--- src/rtl/vending_pkg.sv ---
// ---------------------------------------------------------------------------
// vending_pkg
// Definitions shared between the coin accumulator and the vend stage:
//  - state_t       : transaction state (IDLE / COLLECT / LOCKED / REFUND)
//  - CREDIT_W      : width of the credit bus handed to the vend stage
//  - DEFAULT_DENOM*: default coin values indexed by coin_type
//  - DEFAULT_MAX_CREDIT / DEFAULT_TIMEOUT_CYCLES : default limits
// No ports (package).
// ---------------------------------------------------------------------------
package vending_pkg;

   localparam int CREDIT_W               = 8;
   localparam int DEFAULT_DENOM0         = 5;
   localparam int DEFAULT_DENOM1         = 10;
   localparam int DEFAULT_DENOM2         = 20;
   localparam int DEFAULT_DENOM3         = 50;
   localparam int DEFAULT_MAX_CREDIT     = 200;
   localparam int DEFAULT_TIMEOUT_CYCLES = 1000;
   localparam int COIN_COUNT_W           = 4;

   typedef enum logic [1:0] {
      ST_IDLE    = 2'b00,
      ST_COLLECT = 2'b01,
      ST_LOCKED  = 2'b10,
      ST_REFUND  = 2'b11
   } state_t;

endpackage

--- src/rtl/inactivity_timer.sv ---
// ---------------------------------------------------------------------------
// inactivity_timer
// Counts enabled cycles since the last restart. expire is high during the
// enabled cycle in which the count has reached TIMEOUT_CYCLES-1, so the
// owner can change state on the following edge. The count holds while
// enable is low, which is how the accumulator freezes it during a lock.
// Ports:
//  clk     in  1  rising-edge clock
//  reset   in  1  synchronous, active-high
//  enable  in  1  count this cycle
//  restart in  1  return the count to zero (wins over enable)
//  expire  out 1  enabled cycle at terminal count
// ---------------------------------------------------------------------------
module inactivity_timer #(
   parameter int TIMEOUT_CYCLES = 1000
) (
   input  logic clk,
   input  logic reset,
   input  logic enable,
   input  logic restart,
   output logic expire
);

   localparam int CNT_W = (TIMEOUT_CYCLES > 2) ? $clog2(TIMEOUT_CYCLES) : 1;
   localparam logic [CNT_W-1:0] TERMINAL = CNT_W'(TIMEOUT_CYCLES - 1);

   logic [CNT_W-1:0] count;
   logic             at_terminal;

   assign at_terminal = (count == TERMINAL);
   assign expire      = enable && at_terminal;

   // The count stops at the terminal value; the owner leaves the counting
   // state on expiry and only a restart brings the count back to zero.
   always_ff @(posedge clk) begin
      if (reset || restart) begin
         count <= '0;
      end else if (enable && !at_terminal) begin
         count <= count + CNT_W'(1);
      end
   end

endmodule

--- src/rtl/coin_accumulator.sv ---
// ---------------------------------------------------------------------------
// coin_accumulator
// Turns coin-acceptor pulses into the running credit used by the vend stage.
// Coins that would push the credit above MAX_CREDIT, or that arrive while
// the vend stage is busy, clearing, or a refund is pending, are returned.
// After TIMEOUT_CYCLES idle cycles with credit present a refund is requested.
// Ports:
//  clk          in  1  rising-edge clock
//  reset        in  1  synchronous, active-high
//  coin_valid   in  1  coin presented this cycle
//  coin_type    in  2  denomination index
//  lock         in  1  vend stage busy (level)
//  clear        in  1  transaction finished, zero the credit
//  insert_cash  out 8  accumulated credit
//  credit_valid out 1  state is COLLECT
//  coin_reject  out 1  presented coin returned (one-cycle pulse)
//  coin_count   out 4  coins accepted this transaction, saturating
//  refund_req   out 1  state is REFUND
// ---------------------------------------------------------------------------
module coin_accumulator
   import vending_pkg::*;
#(
   parameter int DENOM0         = DEFAULT_DENOM0,
   parameter int DENOM1         = DEFAULT_DENOM1,
   parameter int DENOM2         = DEFAULT_DENOM2,
   parameter int DENOM3         = DEFAULT_DENOM3,
   parameter int MAX_CREDIT     = DEFAULT_MAX_CREDIT,
   parameter int TIMEOUT_CYCLES = DEFAULT_TIMEOUT_CYCLES
) (
   input  logic                    clk,
   input  logic                    reset,
   input  logic                    coin_valid,
   input  logic [1:0]              coin_type,
   input  logic                    lock,
   input  logic                    clear,
   output logic [CREDIT_W-1:0]     insert_cash,
   output logic                    credit_valid,
   output logic                    coin_reject,
   output logic [COIN_COUNT_W-1:0] coin_count,
   output logic                    refund_req
);

   localparam logic [CREDIT_W:0]       MAX_SUM   = (CREDIT_W+1)'(MAX_CREDIT);
   localparam logic [COIN_COUNT_W-1:0] COUNT_SAT = '1;

   state_t              state;
   logic [CREDIT_W-1:0] denom;
   logic [CREDIT_W:0]   sum;
   logic                accepting;
   logic                coin_accept;
   logic                timer_enable;
   logic                timer_restart;
   logic                timer_expire;

   // Denomination lookup and the 9-bit sum so an overflow past 255 can
   // never wrap into an apparently legal credit.
   always_comb begin
      denom = '0;
      case (coin_type)
         2'b00:   denom = CREDIT_W'(DENOM0);
         2'b01:   denom = CREDIT_W'(DENOM1);
         2'b10:   denom = CREDIT_W'(DENOM2);
         default: denom = CREDIT_W'(DENOM3);
      endcase
      sum = {1'b0, insert_cash} + {1'b0, denom};
   end

   // A coin is taken only when nothing of higher priority is happening and
   // the result stays within the ceiling; every other presented coin is
   // rejected. The timer runs only on quiet COLLECT cycles.
   always_comb begin
      accepting     = (state == ST_IDLE) || (state == ST_COLLECT);
      coin_accept   = coin_valid && accepting && !lock && !clear && (sum <= MAX_SUM);
      timer_enable  = (state == ST_COLLECT) && !lock && !clear && !coin_accept;
      timer_restart = clear || coin_accept;
   end

   inactivity_timer #(
      .TIMEOUT_CYCLES(TIMEOUT_CYCLES)
   ) u_timer (
      .clk    (clk),
      .reset  (reset),
      .enable (timer_enable),
      .restart(timer_restart),
      .expire (timer_expire)
   );

   // Transaction FSM with registered outputs. credit_valid and refund_req
   // are written alongside the state so they always match it.
   always_ff @(posedge clk) begin
      if (reset) begin
         state        <= ST_IDLE;
         insert_cash  <= '0;
         coin_count   <= '0;
         credit_valid <= 1'b0;
         coin_reject  <= 1'b0;
         refund_req   <= 1'b0;
      end else begin
         coin_reject <= coin_valid && !coin_accept;
         if (clear) begin
            state        <= ST_IDLE;
            insert_cash  <= '0;
            coin_count   <= '0;
            credit_valid <= 1'b0;
            refund_req   <= 1'b0;
         end else begin
            case (state)
               ST_IDLE, ST_COLLECT: begin
                  if (lock) begin
                     state        <= ST_LOCKED;
                     credit_valid <= 1'b0;
                  end else if (coin_accept) begin
                     state        <= ST_COLLECT;
                     insert_cash  <= sum[CREDIT_W-1:0];
                     credit_valid <= 1'b1;
                     if (coin_count != COUNT_SAT) begin
                        coin_count <= coin_count + COIN_COUNT_W'(1);
                     end
                  end else if (timer_expire) begin
                     state        <= ST_REFUND;
                     credit_valid <= 1'b0;
                     refund_req   <= 1'b1;
                  end
               end
               ST_LOCKED: begin
                  if (!lock) begin
                     if (insert_cash != '0) begin
                        state        <= ST_COLLECT;
                        credit_valid <= 1'b1;
                     end else begin
                        state <= ST_IDLE;
                     end
                  end
               end
               default: begin
                  state <= ST_REFUND;
               end
            endcase
         end
      end
   end

endmodule
--- config.mk ---
export PLATFORM = sky130hd
export DESIGN_NAME = coin_accumulator
export DESIGN_NICKNAME = d
export VERILOG_FILES = /design/src/rtl/vending_pkg.sv /design/src/rtl/inactivity_timer.sv /design/src/rtl/coin_accumulator.sv
export SDC_FILE = /design/constraint.sdc
export NUM_CORES = 1
export LEC_CHECK = 0
export BUFFER_PORTS_ARGS = -buffer_cell sky130_fd_sc_hd__buf_2
export CORE_ASPECT_RATIO = 2
export CORE_MARGIN = 3
export CORE_UTILIZATION = 56
export CTS_CLUSTER_SIZE = 12
export DETAILED_ROUTE_END_ITERATION = 7
export PLACE_DENSITY = 0.78
export SKIP_LAST_GASP = 1
export SYNTH_ARGS = -nofsm -noshare
export SYNTH_HDL_FRONTEND = slang
export SYNTH_SLANG_ARGS = --single-unit
--- constraint.sdc ---
create_clock -name clk -period 3.3 [get_ports clk]
set_input_delay 0 -clock clk [delete_from_list [all_inputs] [get_ports clk]]
set_output_delay 0 -clock clk [all_outputs]
set_load 0.02 [all_outputs]
==> run summary <==
The flow ran to the end, and the final reports show no timing, DRC or antenna violations. The number of library cell types mapped by synthesis was 50; the worst-skew pair later-pin latency was 0.26 ns. The critical path in this run is classified as register to register. The post-route cell area was 1760 µm²; the aggregate global routing overflow was 0. The layout has 217 filler cells.

Worst setup skew after layout: 0.00311 ns. Synthesis produced a netlist whose cell count is 190. For this run, the leading register cell type out of synthesis is sky130_fd_sc_hd__dfxtp_1. In this run the power density over the cells is 325 nW/µm².

For this run, asynchronously set or reset flops after synthesis account for 0%. The number of cells on the worst reg-to-reg path works out to 8. In the routed layout, each cell is associated on average with a via count of 6.49. Summed over its instances, the top area cell type makes up 34.0% of the synthesized netlist area. The portion of total power attributed to the clock network came out at 30.9%. The total area inside the core boundary comes to 2640 µm². The worst-case vdd ir drop is 276 µV.

Summed over all instances, the cell type with the most area after synthesis is sky130_fd_sc_hd__dfxtp_1. Data on the critical path arrives at its endpoint at 3.14 ns. Internal power comes to 438 µW. The number of buffers created by CTS came out at 3. The last weighted congestion value of the routability-driven placer was 0.943; the shortest period the worst path allows was 2.94 ns.

The floorplan step set the die height to 81.4 µm. The number of nets in the synthesized netlist was 206. The routed layout has 1532 vias. The post-synthesis sequential element count works out to 27. The tools report the number of max-slew violations in the final report as 0. The run gives 3210 µm as the detailed-placement wirelength estimate. Buffers placed on the I/O ports in this run total 21. In the post-synthesis netlist, the biggest area contributors are sky130_fd_sc_hd__dfxtp_1, sky130_fd_sc_hd__ha_1, sky130_fd_sc_hd__nor2_1, sky130_fd_sc_hd__a21oi_1, sky130_fd_sc_hd__o21ai_0. The number of hold violations in the final report is 0, and the overall die width is 43.7 µm. For this design the static power due to leakage is 0.713 nW. The type of the worst min-delay path is primary input to register. Sequential cells account for 58.2% of the total power.

Walking the worst path, the cells encountered are ha_1 > fa_1 > and3_1 > or3_1 > a32o_1 > o22a_2 > or4_1 > a21oi_1. The average wire length per cell after detail routing was 16.7 µm; the total global-route track usage was 23.7%. The tightest slew margin relative to the limit was 27.2%; the total wire length after detailed routing was 3950 µm.

The fraction of the cycle the final worst path needs was 89.1%. After clock tree synthesis, the clock-pin slew on the worst setup and hold paths is 0.08 ns. The tool flagged a number of max-cap violations equal to 0. Of all nets on the critical path, the largest fanout is 15. The number of antenna diodes in the final layout is 0. The logs give 0 ns for the total negative slack and 3560 µm² for the area of the die. The maximum level of the CTS H-tree is 1.

Yosys printed 0 warnings. The worst register-to-register path begins at insert_cash[0]. The number of enable-type register cells in the synthesized netlist works out to 0.

The first element of the critical path is insert_cash[0]. Derived from the worst setup path, the maximum achievable clock frequency is 0.340 GHz. The tools report the number of design-rule violations left by the first detailed-router iteration as 34. The run gives 60.4% as the effective utilization at floorplan.

The number of clock sinks seen by CTS is 27. Summed over all nets, the switching power comes to 133 µW. STA classifies the critical path startpoint as a register. For the pin with the worst max-slew slack, the measured transition is 1.08 ns.

Of the total power, the share spent switching nets is 23.2%. A synthesized cell averages 8.38 µm². For the post-synthesis instance area, the log shows 1590 µm². Entering global routing, the biggest net connects 16 pins. After detailed routing, the number of remaining DRC violations is 0. Summing all placed instances gives a cell area of 1700 µm². STA puts the critical path data required time at 3.50 ns.

Setup repair after global routing left no endpoint under its margin. The startpoint identified for the worst hold timing path is coin_valid. Per report_power, the combinational group accounts for 10.9% of the total. The sequential fraction of the synthesis area is 34.0%. The worst hold path cell count is 2. The first TritonRoute pass finished after 4 iterations. Relative to the synthesized area, the layout overhead comes to 10.5%.

TritonCTS built the clock tree. The clock passes through at most 2 buffers. For the number of failing setup endpoints in the final timing report, the log shows 0.

In this run the core area contains 26 standard-cell rows. Yosys instantiated no cell more often than sky130_fd_sc_hd__dfxtp_1. STA classifies the critical path endpoint as a register.

The tools report the number of top-level pins as 22. The largest incremental delay on the critical path is 0.50 ns, and the fraction of layout cells with a size suffix above 1 is 15.4%. The number of nets in the layout is 225. The tools report the number of global-route vias before repair as 1474. The detail route stage leaves a number of antenna-violating nets equal to 0. The first global-routing pass estimated 6490 µm of wire. The root buffer cell was sky130_fd_sc_hd__clkbuf_8. By count the netlist is led by sky130_fd_sc_hd__dfxtp_1, sky130_fd_sc_hd__nor2_1, sky130_fd_sc_hd__a21oi_1, sky130_fd_sc_hd__o21ai_0, sky130_fd_sc_hd__nand2_1.

The number of antenna violations at the first check in global routing was 0. For this design, the slowest cell found on the critical path is sky130_fd_sc_hd__or4_1.
==> metal layers <==
layer / GRT usage [%] / up-vias / wire length (µm)
li1: - / 757 / -
met1: 22.9 / 728 / 1350
met2: 48.0 / 37 / 2400
met3: 0.665 / 10 / 115
met4: 10.9 / 0 / 85
met5: 0 / - / 0
==> repair_timing <==
action,4_1_cts,5_1_grt
buffers inserted,0,0
hold endpoints to repair,1,0
endpoints found under the setup margin,0,1
resized for setup,0,1
hold buffers,1,0
==> power by group through the flow <==
| stage | Sequential [mW] | Combinational [mW] | Clock [mW] |
|---|---|---|---|
| 3_5_place_dp | 0.340 | 0.0604 | 0 |
| 5_1_grt | 0.333 | 0.0677 | 0.199 |
| 2_1_floorplan | 0.341 | 0.0403 | 0 |
| 6_report | 0.332 | 0.0621 | 0.177 |
| 3_3_place_gp | 0.340 | 0.0585 | 0 |
| 4_1_cts | 0.332 | 0.0615 | 0.184 |
==> through the flow <==
step                      power [mW]  hold slack [ns]  util [%]  setup slack [ns]  instances
after detailed placement       0.400            0.237      64.6             0.324        231
final                          0.571           0.0447      66.7             0.361        236
after global routing           0.599           0.0353      66.7             0.134        236
after floorplan                0.381           0.0761         -             0.550        190
after global placement         0.398            0.241      64.6             0.439        231
after CTS                      0.578           0.0325      66.7             0.305        236
==> final cells by class <==
| class | count | area [µm²] | share of cell area, % |
|---|---|---|---|
| multi-input combinational | 151 | 1000 | 57.1 |
| sequential | 27 | 541 | 30.7 |
| timing repair buffer | 23 | 123 | 6.98 |
| clock buffer | 4 | 45.0 | 2.56 |
| tap | 28 | 35.0 | 1.99 |
| inverter | 3 | 11.3 | 0.641 |
==> cell usage in the layout (no fill, tap or decap), types with 4 or more instances in the layout <==
cell type and instances:
sky130_fd_sc_hd__dfxtp_1 27, sky130_fd_sc_hd__buf_2 21, sky130_fd_sc_hd__nor2_1 19, sky130_fd_sc_hd__o21ai_0 13, sky130_fd_sc_hd__a21oi_1 13, sky130_fd_sc_hd__nand2_1 10
sky130_fd_sc_hd__nand3_1 9, sky130_fd_sc_hd__ha_1 8, sky130_fd_sc_hd__xor2_1 6, sky130_fd_sc_hd__nor3_1 6, sky130_fd_sc_hd__nand2b_1 4, sky130_fd_sc_hd__a21o_1 4
sky130_fd_sc_hd__nor4_1 4, sky130_fd_sc_hd__xnor2_1 4
==> state kept, by name, indices dropped and copies added, names as in the netlist <==
signal         flops
credit_valid       1
coin_reject        1
insert_cash        8
coin_count         4
u_timer.count     10
refund_req         1
state              2
==> logic make-up after synthesis <==
| logic type | Yosys count | synth area share, % |
|---|---|---|
| flip-flops | 27 | 34.0 |
| adder cells (fa/ha/maj) | 9 | 7.55 |
| XOR/XNOR | 10 | 5.50 |
| multiplexers | 1 | 0.629 |
| buffers and inverters | 12 | 3.07 |
| AO/OA/AOI/OAI | 57 | 24.9 |
| AND/OR/NAND/NOR | 74 | 24.4 |
==> path summary, 6_finish.rpt <==
| check | endpoint | slack [ns] |
|---|---|---|
| hold / removal | coin_reject | 0.04 |
| setup reg to reg | insert_cash[6] | 0.36 |
| hold reg to reg | refund_req | 0.50 |
| setup / recovery | insert_cash[6] | 0.36 |
==> critical path, delay by kind of cell, from the launching register on <==
family                   cells  cell delay, ns
AND/OR/NAND/NOR              3            1.10
flip-flops                   1            0.34
AO/OA/AOI/OAI                3            0.72
adder cells (fa/ha/maj)      2            0.71
No activity file was read; power rests on OpenSTA's default activity.
